--- src/rtl/counter_pkg.sv ---
// Shared types for the programmable counter family.
package counter_pkg;

  typedef enum logic [1:0] {
    MODE_WRAP    = 2'd0,
    MODE_SAT     = 2'd1,
    MODE_ONESHOT = 2'd2
  } cnt_mode_e;

  typedef enum logic {
    ST_RUN  = 1'b0,
    ST_DONE = 1'b1
  } cnt_state_e;

endpackage

--- src/rtl/counter_prescaler.sv ---
// Prescaler: emits one tick every presc+1 enabled cycles.
module counter_prescaler #(
  parameter int unsigned PRESC_W = 4
) (
  input  logic               clk,
  input  logic               rst,
  input  logic               en,
  input  logic [PRESC_W-1:0] presc,
  input  logic               restart,
  output logic               tick
);

  logic [PRESC_W-1:0] cnt_q, cnt_d;

  // Next prescaler value and tick; restart also covers DONE, where holding at
  // zero is indistinguishable from freezing since leaving DONE zeroes it anyway.
  always_comb begin
    cnt_d = cnt_q;
    tick  = 1'b0;
    if (restart) begin
      cnt_d = '0;
    end else if (en) begin
      if (cnt_q == presc) begin
        tick  = 1'b1;
        cnt_d = '0;
      end else begin
        cnt_d = cnt_q + 1'b1;
      end
    end
  end

  // Prescaler register.
  always_ff @(posedge clk or posedge rst) begin
    if (rst) cnt_q <= '0;
    else     cnt_q <= cnt_d;
  end

endmodule

--- src/rtl/prog_counter.sv ---
// Programmable up/down counter with wrap/saturate/one-shot modes,
// terminal-count pulse and compare-match output.
module prog_counter
  import counter_pkg::*;
#(
  parameter int unsigned WIDTH   = 8,
  parameter int unsigned PRESC_W = 4
) (
  input  logic               clk,
  input  logic               rst,
  input  logic               en,
  input  logic [1:0]         mode,
  input  logic               dir,
  input  logic [WIDTH-1:0]   limit,
  input  logic [PRESC_W-1:0] presc,
  input  logic               clr,
  input  logic               load,
  input  logic [WIDTH-1:0]   load_val,
  input  logic [WIDTH-1:0]   cmp_val,
  output logic [WIDTH-1:0]   count_out,
  output logic               tc_pulse,
  output logic               cmp_match,
  output logic               done
);

  logic [WIDTH-1:0] count_q, count_d;
  cnt_state_e       state_q, state_d;
  logic             tc_q, tc_d;
  logic             tick;
  logic             at_term;
  logic [WIDTH-1:0] step;
  logic [WIDTH-1:0] sat_tgt;
  logic [WIDTH-1:0] sat_next;

  counter_prescaler #(.PRESC_W(PRESC_W)) u_presc (
    .clk     (clk),
    .rst     (rst),
    .en      (en),
    .presc   (presc),
    .restart (clr | load | (state_q != ST_RUN)),
    .tick    (tick)
  );

  // Next count, state and terminal pulse; clr > load > tick.
  always_comb begin
    count_d  = count_q;
    state_d  = state_q;
    tc_d     = 1'b0;
    at_term  = dir ? (count_q >= limit) : (count_q == '0);
    step     = dir ? (count_q + 1'b1) : (count_q - 1'b1);
    sat_tgt  = dir ? limit : '0;
    sat_next = at_term ? sat_tgt : step;
    if (clr) begin
      count_d = '0;
      state_d = ST_RUN;
    end else if (load) begin
      count_d = load_val;
      state_d = ST_RUN;
    end else if (tick) begin
      case (mode)
        MODE_SAT: begin
          // Pulse only when arriving on the rail, including a clamp from above limit.
          count_d = sat_next;
          tc_d    = (sat_next == sat_tgt) && (count_q != sat_tgt);
        end
        MODE_ONESHOT: begin
          if (at_term) begin
            tc_d    = 1'b1;
            state_d = ST_DONE;
          end else begin
            count_d = step;
          end
        end
        default: begin
          if (at_term) begin
            count_d = dir ? '0 : limit;
            tc_d    = 1'b1;
          end else begin
            count_d = step;
          end
        end
      endcase
    end
  end

  // Count, FSM state and terminal pulse registers.
  always_ff @(posedge clk or posedge rst) begin
    if (rst) begin
      count_q <= '0;
      state_q <= ST_RUN;
      tc_q    <= 1'b0;
    end else begin
      count_q <= count_d;
      state_q <= state_d;
      tc_q    <= tc_d;
    end
  end

  assign count_out = count_q;
  assign tc_pulse  = tc_q;
  assign done      = (state_q == ST_DONE);
  assign cmp_match = (count_q == cmp_val);

endmodule
--- config.mk ---
export PLATFORM = sky130hd
export DESIGN_NAME = prog_counter
export DESIGN_NICKNAME = d
export VERILOG_FILES = /design/src/rtl/counter_pkg.sv /design/src/rtl/counter_prescaler.sv /design/src/rtl/prog_counter.sv
export SDC_FILE = /design/constraint.sdc
export NUM_CORES = 1
export LEC_CHECK = 0
export BUFFER_PORTS_ARGS = -buffer_cell sky130_fd_sc_hd__buf_2
export CORE_ASPECT_RATIO = 1.25
export CORE_MARGIN = 10
export CORE_UTILIZATION = 40
export CTS_CLUSTER_DIAMETER = 50
export DETAILED_ROUTE_END_ITERATION = 8
export HOLD_SLACK_MARGIN = 0.15
export SLEW_MARGIN = 40
export SYNTH_ARGS = -nofsm -noshare
export SYNTH_HDL_FRONTEND = slang
export SYNTH_HIERARCHICAL = 1
export SYNTH_SLANG_ARGS = --single-unit
--- constraint.sdc ---
create_clock -name clk -period 6.9 [get_ports clk]
set_input_delay 1.035 -clock clk [delete_from_list [all_inputs] [get_ports clk]]
set_output_delay 1.035 -clock clk [all_outputs]
set_load 0.01 [all_outputs]
Word level (Yosys, flattened, before mapping):

Index checks and enable logic that the tools add are counted.
Widths: inputs -> output; s select.

* bits in registers: 14
* bits in latches: 0
* memory bits (writable): 0
* ROM bits: 0
* output and inout port bits: 11
* memories: 0

* $add $sub $neg: 3
* multipliers: 0
* divide/modulo/power cells: 0
* magnitude comparators: 1
* eq/ne operators: 7
* shift-type cells: 0
* mux-type cells: 27
* bitwise gates (word level): 2
* reduce and logical (&&, ||, !) cells: 8

Operators with widths (count)
* $mux 8: 9
* $eq 8x8->1: 2
* $pmux 8 s2: 1
* $mux 1: 14
* $mux 4: 3
* $reduce_bool 3->1: 3
* $add 8x1->8 const B: 1
* $ge 8x8->1: 1
* $logic_not 8->1: 1
* $ne 8x8->1: 1
* $sub 8x1->8 const B: 1
* $add 4x1->4 const B: 1
* $eq 4x4->1: 1
* $ne 4x4->1 const B: 1
* $reduce_and 3->1: 1
* $eq 2x1->1 const B: 1
* $eq 2x2->1 const B: 1
* $or 1x1->1: 2
* $reduce_and 2->1: 1
* $reduce_bool 2->1: 1
* $logic_and 1x1->1: 1

Depth between registers and ports, before layout:

Gate-level depths: netlist of run 1.

* depth in word-level cells: 9
* depth in mapped cells: 11
* mapped depth without buffers: 9

Cells and area by module:

Netlist of run 1, hierarchy kept.

By module, submodules not included
* prog_counter: times used 1, cells each 225, area an instance 1788.0 µm², sequential area each 250.2 µm²
* counter_prescaler: times used 1, cells each 28, area an instance 289.0 µm², sequential area each 100.1 µm²

Worst setup path after synthesis of run 1:

Ideal clock, no wire load.

* path kind: in2reg
* start point: input port dir
* end point: register tc_q, in the netlist tc_pulse
* library setup time: 76 ps
* arrival: 3596 ps
* required time: 6824 ps
* path slack: 3228 ps
* stages on the path: 11
* path buffers: 2
* cell sequence: buf_4 > inv_2 > clkbuf_1 > ha_1 > a21o_1 > and4_4 > o41ai_4 > xnor2_1 > xnor2_1 > or4_1 > o21ai_1

* longest elaborated chain between the ends: 8
* elaborated cells between the ends (all ways): 12
* those cells by class: 2 x eq/ne; 9 x mux; 1 x reduce/logical

RTL lines
* start: declaration: RTL line prog_counter.sv:13 `input logic dir,`
* $mux 8 (tied with other cells): RTL line prog_counter.sv:50 `step = dir ? (count_q + 1'b1) : (count_q - 1'b1);`
* $mux 8: RTL line prog_counter.sv:52 `sat_next = at_term ? sat_tgt : step;`
* $eq 8x8->1: RTL line prog_counter.sv:64 `tc_d = (sat_next == sat_tgt) && (count_q != sat_tgt);`
* $logic_and 1x1->1: RTL line prog_counter.sv:64
* $mux 1 *
* $mux 1 *: RTL line prog_counter.sv:59 `end else if (tick) begin`
* $mux 1 *: RTL line prog_counter.sv:56 `end else if (load) begin`
* $mux 1 *: RTL line prog_counter.sv:53 `if (clr) begin`
* named net tc_d: RTL line prog_counter.sv:28 `logic tc_q, tc_d;`
* end signal: assignment: RTL line prog_counter.sv:95 `tc_q <= tc_d;`
* end: declaration: RTL line prog_counter.sv:28

The timed path passes the listed nets; every way through them passes the cells marked *.
A chain may end at the register's enable or synchronous reset.

Worst setup path after layout of run 1:

Ends and elaborated chain as after synthesis.

==> results of run 1 <==
[worst min-delay path, stage by stage, from the launching register on]
cell and delay [ns]:
dfrtp_1 0.36, a21oi_1 0.05, nor3_1 0.12
[synthesized netlist by cell type (2+ instances only)]
library cell	n	area, sq um
a22o_1	2	17.5
a221oi_1	7	61.3
nor2b_1	2	12.5
a32oi_1	2	17.5
o32ai_1	2	17.5
a2111oi_2	2	30.0
nand2_1	18	67.6
nor2_1	17	63.8
and3_1	2	12.5
a31oi_1	3	18.8
nand3b_1	6	45.0
a21boi_0	4	30.0
nand3_1	4	20.0
a2bb2oi_1	2	17.5
o211ai_1	2	15.0
inv_1	18	67.6
o21ai_0	11	55.1
nor3_1	3	15.0
o22ai_1	6	37.5
xnor2_1	17	149
o21ai_1	2	10.0
nand4_1	3	18.8
a21oi_1	10	50.1
ha_1	17	213
o21a_1	2	15.0
xor2_1	9	78.8
o31ai_1	5	37.5
a22oi_1	10	75.1
nand2b_1	4	25.0
dfrtp_1	14	350
nor4_1	3	18.8
a21o_1	5	37.5
clkbuf_1	7	26.3
a41o_1	3	30.0
[placed cells by master (no fill, tap or decap), types with 2 or more instances in the layout]
cell type / n
buf_2: 46
dfrtp_1: 14
a31oi_1: 3
a32oi_1: 2
a22o_1: 2
o21ai_1: 2
nor3_1: 3
a22oi_1: 10
nand2_1: 18
o32ai_1: 2
o21a_1: 2
a21oi_1: 10
a21boi_0: 4
xnor2_1: 17
xor2_1: 9
o22ai_1: 6
nand4_1: 3
nand2b_1: 4
ha_1: 17
clkbuf_8: 3
a21o_1: 5
nand3_1: 4
nor2_1: 17
a2bb2oi_1: 2
inv_1: 18
a2111oi_2: 2
nor2b_1: 2
o211ai_1: 2
nor4_1: 3
nand3b_1: 6
and3_1: 2
o21ai_0: 11
o31ai_1: 5
a41o_1: 3
a221oi_1: 7
[final timing paths]
kind	end	startpoint	slack (ns)	cells after the start
setup reg to reg	count_out[5]	count_out[0]	3.88	9
setup / recovery	tc_pulse	dir	3.40	10
min in group asynchronous	u_presc/cnt_q[0]	rst	0.67	2
hold reg to reg	done	done	0.58	2
max in group asynchronous	count_out[0]	rst	5.84	2
hold / removal	done	done	0.58	2
[through the flow]
step	instance area, sq um	hold slack, ns	util [%]	cells	total power, mW
floorplan	2080	0.568	-	253	0.208
global placement	2330	0.566	46.3	351	0.250
detailed placement	2330	0.577	46.3	351	0.251
CTS	2380	0.590	47.1	354	0.318
global route	2380	0.621	47.1	354	0.341
finish	2380	0.579	47.1	354	0.317
[per-layer routing]
metal  part of all wire, %  track usage [%]  routed length [um]
met5                     0                0                   0
met4                   2.9             5.08                 185
met3                   6.6             2.27                 419
met2                    48             25.0                3100
met1                    42             18.5                2690
[registers in the layout, indices dropped and copies added (netlist names)]
name           count
count_out          8
tc_pulse           1
u_presc/cnt_q      4
done               1
[cell families after synthesis]
group           count (synthesis)
compound gates                 91
simple gates                   72
buf+inv                        29
xor+xnor                       27
fa+ha+maj                      18
flops                          14
mux                             2
[cell type report]
cell class / count / area (sq um)
clock buffer: 3 / 41.3
fill: 545 / 2670
inverter: 19 / 71.3
multi-input combinational: 210 / 1610
sequential: 14 / 350
tap: 62 / 77.6
timing repair buffer: 46 / 230
[report_power, final]
group          switching [mW]  internal (mW)
logic                  0.0870         0.0673
registers              0.0115         0.0855
clock network          0.0272         0.0386
==> metrics.txt, run 1 <==
Final period util 50.8%; Leakage Power 1.12 nW; CP Buf/Inv Count 2; Setup Fix Bufs, Post-CTS 0; final WL 6390 um; Synth Area in Simple Gates 19.2%; Cell Chain, Critical Path buf_2 > inv_2 > ha_1 > nor2b_1 > o31a_1 > o21a_1 > nor2_1 > xor3_1 > or4_1 > o21ai_1; Max stage delay on crit path 0.40 ns; Cell variety after synth 63; final setup margin 3.40 ns; Worst-path clk slew 0.06 ns; max_cap viols 0; Num CTS Buffers 3; vias in the first global route 2079; Die Y-Extent 101 um; detailed-route vias per instance 5.92; mux cell area share after synthesis 1.02%; CTS max path bufs 2; ys async rst share 100%; Worst-Skew Late Latency 0.25 ns; Worst Setup Start Kind primary input; Starting Density 41.2%; layout cell share with drive strength beyond 1 21.2%; I/O pins 47; die footprint 0.00849 sq mm; post-synthesis adder-cell area fraction 11.2%; # diodes 0; first-pass GRT wire length 10600 um; status completed; HP Class flop to flop; crit path max fanout 19; Yosys warnings 6; gpl congestion 0.926; Worst Tran Pin Value 0.670 ns; # hold bufs at CTS 0; antenna-violating nets left 0; Seq cells post-synth 14; initial antenna violation count 0; Primary FF master, synth dfrtp_1; post-route setup TNS 0 ns; Fin. Hold Viols 0; syn_nets 307; Max Clock Freq 286 MHz; first-iteration detailed-routing DRC count 187; Final setup viols 0; global-route usage over all layers 14.7%; PwrDens 133 mW/mm^2; Slew HR 55.3%; Vias 2096; number of synthesized flops with an enable pin 0; PostCTS Resize Cnt 0; Root Buffer clkbuf_8; Mapped Area 0.00208 sq mm; PortBufs 46; min Tclk post-route 3.50 ns; drt drc 0; post-layout net count 348; maximum vdd drop 0.0511 mV; RSZ-0062 raised after global routing false; total gr overflow 0; worst endpoint required time 7.08 ns; # H-tree levels 1; post-synthesis sequential area ratio 16.9%; Clock Skews 0.00698 ns; Cell Rows 29; Critical-path top delay cell or4_1; drt first pass iters 4; area growth from synthesis to layout 14.4%; crit end category flop; Worst EP arrival 3.68 ns; post-place setup slack 3.15 ns; CTS tree done; Mapped Cells 253; wire length per cell 18.1 um; Synth Area in XOR/XNOR 12.1%; largest net degree at the start of global routing 20; Largest delay share family, worst path simple AND/OR/NAND/NOR gates; Die Wd 84.5 um; core footprint 0.00504 sq mm; Final Max Slew Viols 0; average size of a mapped cell 8.21 sq um; largest family of logic cells by synthesized area compound AO/OA/AOI/OAI gates; HPWL Detailed 5110 um; Synth Area in Compound Gates 33.8%; clock sink count 14; kind of critical path primary input to flop
Power figures use the tool's default switching activity.
==> inputs of run 2 (changes only) <==
--- a/config.mk
+++ b/config.mk
@@ -5,6 +5,7 @@
 export SDC_FILE = /design/constraint.sdc
 export NUM_CORES = 1
 export LEC_CHECK = 0
+export ABC_AREA = 1
 export BUFFER_PORTS_ARGS = -buffer_cell sky130_fd_sc_hd__buf_2
 export CORE_ASPECT_RATIO = 1.25
 export CORE_MARGIN = 10
==> constraint.sdc (replaced) <==
create_clock -name clk -period 3.3 [get_ports clk]
set_input_delay 0.495 -clock clk [delete_from_list [all_inputs] [get_ports clk]]
set_output_delay 0.495 -clock clk [all_outputs]
set_load 0.01 [all_outputs]
==> metrics.txt, run 2 <==
detailed-route vias per instance 4.92 (was 5.92); Post-synth top cells 121 x nand2_1, 53 x inv_1, 33 x nor2_1 (was 18 x inv_1, 18 x nand2_1, 17 x ha_1, 17 x nor2_1, 17 x xnor2_1); vias in the first global route 2322 (was 2079); average size of a mapped cell 5.84 sq um (was 8.21 sq um); status completed (unchanged); Mapped Area 0.00213 sq mm (was 0.00208 sq mm); post-place setup slack 0.764 ns (was 3.15 ns); drt drc 0 (unchanged); clock sink count 14 (unchanged); most frequent cells in the layout 121 x nand2_1, 53 x inv_1, 46 x buf_2 (was 46 x buf_2, 18 x inv_1, 18 x nand2_1); most common cell in the netlist nand2_1; Worst-path clk slew 0.06 ns (about the same); Psw 0.360 mW (was 0.126 mW); Worst-Skew Late Latency 0.25 ns (about the same); post-synthesis sequential area ratio 16.4% (was 16.9%); number of synthesized flops with an enable pin 0 (unchanged); crit end category flop (unchanged); Cell variety after synth 30 (was 63); PostCTS Resize Cnt 0 (unchanged); CTS tree done (unchanged); Largest register FFs 8 (unchanged); Max stage delay on crit path 0.51 ns (was 0.40 ns); largest net degree at the start of global routing 33 (was 20); PortBufs 46 (unchanged); Final Max Slew Viols 0 (unchanged); Final setup viols 0 (unchanged); internal power 0.433 mW (was 0.191 mW); Yosys top cell by area nand2_1 (was dfrtp_1); Cell Chain, Critical Path inv_2 > ha_1 > inv_1 > nand2_1 > nand2_1 > nand2_1 > nand2_1 > nand2_1 > nand2_1 > a21boi_2 > o21ai_0 > nand3_1 > nand2_1 > inv_1 > nand2_1 > nand2_1 > nand2_1 (was buf_2 > inv_2 > ha_1 > nor2b_1 > o31a_1 > o21a_1 > nor2_1 > xor3_1 > or4_1 > o21ai_1); Fin. Hold Viols 0 (unchanged); first-pass GRT wire length 10800 um (was 10600 um); PwrDens 323 mW/mm^2 (was 133 mW/mm^2); non-filler cells, final 471 (was 354); post-layout net count 465 (was 348); post-route setup TNS 0 ns (unchanged); min Tclk post-route 2.42 ns; wire length per cell 13.7 um (was 18.1 um); syn_nets 419 (was 307); final WL 6460 um (was 6390 um); CTS max path bufs 2 (unchanged); Primary FF master, synth dfrtp_1 (unchanged); kind of critical path flop to flop (was primary input to flop); # diodes 0 (unchanged); sequential power share 27.8% (was 30.6%); core footprint 0.00512 sq mm (was 0.00504 sq mm); Synth top area share 21.3% (was 16.9%); Mapped Cells 365 (was 253); layout cell share with drive strength beyond 1 17.4% (was 21.2%); CP startpoint count_out[0] (was dir); placed cells 467 (was 351); crit path max fanout 7 (was 19); CP most frequent cell nand2_1; final setup margin 0.884 ns (was 3.40 ns); Leakage Power 1.45 nW (was 1.12 nW); initial antenna violation count 0 (unchanged); HPWL Detailed 5250 um (was 5110 um); worst endpoint required time 3.44 ns (was 7.08 ns); Cell Rows 29 (unchanged); Worst EP arrival 2.56 ns (was 3.68 ns); drt first pass iters 4 (unchanged); Worst Setup Start Kind flop (was primary input); Slew HR 65.9% (was 55.3%); Gate power share 54.3% (was 48.7%); Seq cells post-synth 14 (unchanged); Clock Skews 0.00282 ns (was 0.00698 ns); max_cap viols 0 (unchanged); RSZ-0062 raised after global routing false (unchanged); global-route usage over all layers 14.9% (was 14.7%); top cells by area, synth nand2_1 21%, dfrtp_1 16%, ha_1 10% (was dfrtp_1 17%, ha_1 10%, xnor2_1 7.2%); Root Buffer clkbuf_8 (unchanged); Yosys warnings 6 (unchanged); Max Clock Freq 414 MHz; most common cell after layout, fill and taps aside nand2_1 (was buf_2); I/O pins 47 (unchanged); sw frac 45.4% (was 39.6%); total gr overflow 0 (unchanged); Die Wd 85.3 um (was 84.5 um); gpl congestion 0.888 (was 0.926); HP Class flop to flop (unchanged); ys async rst share 100% (unchanged); Die Y-Extent 102 um (was 101 um); antenna-violating nets left 0 (unchanged); Hold Slack 0.527 ns (was 0.579 ns); area growth from synthesis to layout 15.0% (was 14.4%); Vias 2316 (was 2096); power share of the clock group 17.9% (was 20.7%); total power 0.794 mW (was 0.317 mW); maximum vdd drop 0.122 mV (was 0.0511 mV); Worst Tran Pin Value 0.511 ns (was 0.670 ns); Final period util 73.2%; Critical-path top delay cell dfrtp_1 (was or4_1); Num CTS Buffers 3 (unchanged); first-iteration detailed-routing DRC count 99 (was 187); Starting Density 41.7% (was 41.2%); # H-tree levels 1 (unchanged); launch point of the worst reg-to-reg path count_out[0] (unchanged); Hold Startpoint done (unchanged); die footprint 0.00867 sq mm (was 0.00849 sq mm)
-- run 2: cells by family (layout without fill, tap and decap cells) --
kind of cell             count (synthesis)  count (layout)  share of synthesized area, %
AND/OR/NAND/NOR                        204             204                          40.9
XOR/XNOR                                20              20                          8.21
buffers and inverters                   65             109                          12.2
adder cells (fa/ha/maj)                 18              18                          10.9
AO/OA/AOI/OAI                           44              44                          11.3
flip-flops                              14              14                          16.4
-- run 2: worst paths after layout --
check	endpoint	slack, ns	cells after the start
max	count_out[6]	0.88	17
min	done	0.53	2
max reg2reg	count_out[6]	0.88	17
min reg2reg	done	0.53	2
max in group asynchronous	count_out[3]	2.23	3
min in group asynchronous	u_presc/cnt_q[3]	0.70	3
-- run 2: worst max-delay path, delay by kind of cell (launching register included) --
kind / cells / cell delay [ns]
AND/OR/NAND/NOR: 11 / 0.65
AO/OA/AOI/OAI: 2 / 0.61
flip-flops: 1 / 0.51
adder cells (fa/ha/maj): 1 / 0.29
buffers and inverters: 3 / 0.22
-- run 2: power groups by stage --
stage	logic, mW	registers [mW]	clock network, mW
2_1_floorplan	0.324	0.214	0
3_3_place_gp	0.426	0.225	0
3_5_place_dp	0.429	0.225	0
4_1_cts	0.432	0.221	0.142
5_1_grt	0.497	0.223	0.148
6_report	0.431	0.221	0.142
-- run 2: layout make-up --
cell class,instances,area [sq um]
clock buffer,3,41.3
fill,570,2660
inverter,59,221
multi-input combinational,286,1520
sequential,14,350
tap,62,77.6
timing repair buffer,47,240
-- run 2: metrics by stage --
step	instance area [sq um]	utilization (%)
floorplan	2130	-
global placement	2400	47.0
detailed placement	2400	47.0
CTS	2450	48.0
global route	2450	48.0
finish	2450	48.0
-- run 2: layer usage --
layer | GRT usage [%] | part of all wire, % | vias up
li1 | - | - | 1230
met1 | 16.6 | 41 | 1017
met2 | 27.8 | 52 | 59
met3 | 1.61 | 5.1 | 10
met4 | 6.60 | 1.8 | 0
met5 | 0 | 0 | -
-- run 2: repair_timing --
item	in CTS	in global routing
hold endpoints to repair	4	0
setup buffers	0	0
hold buffers	1	0
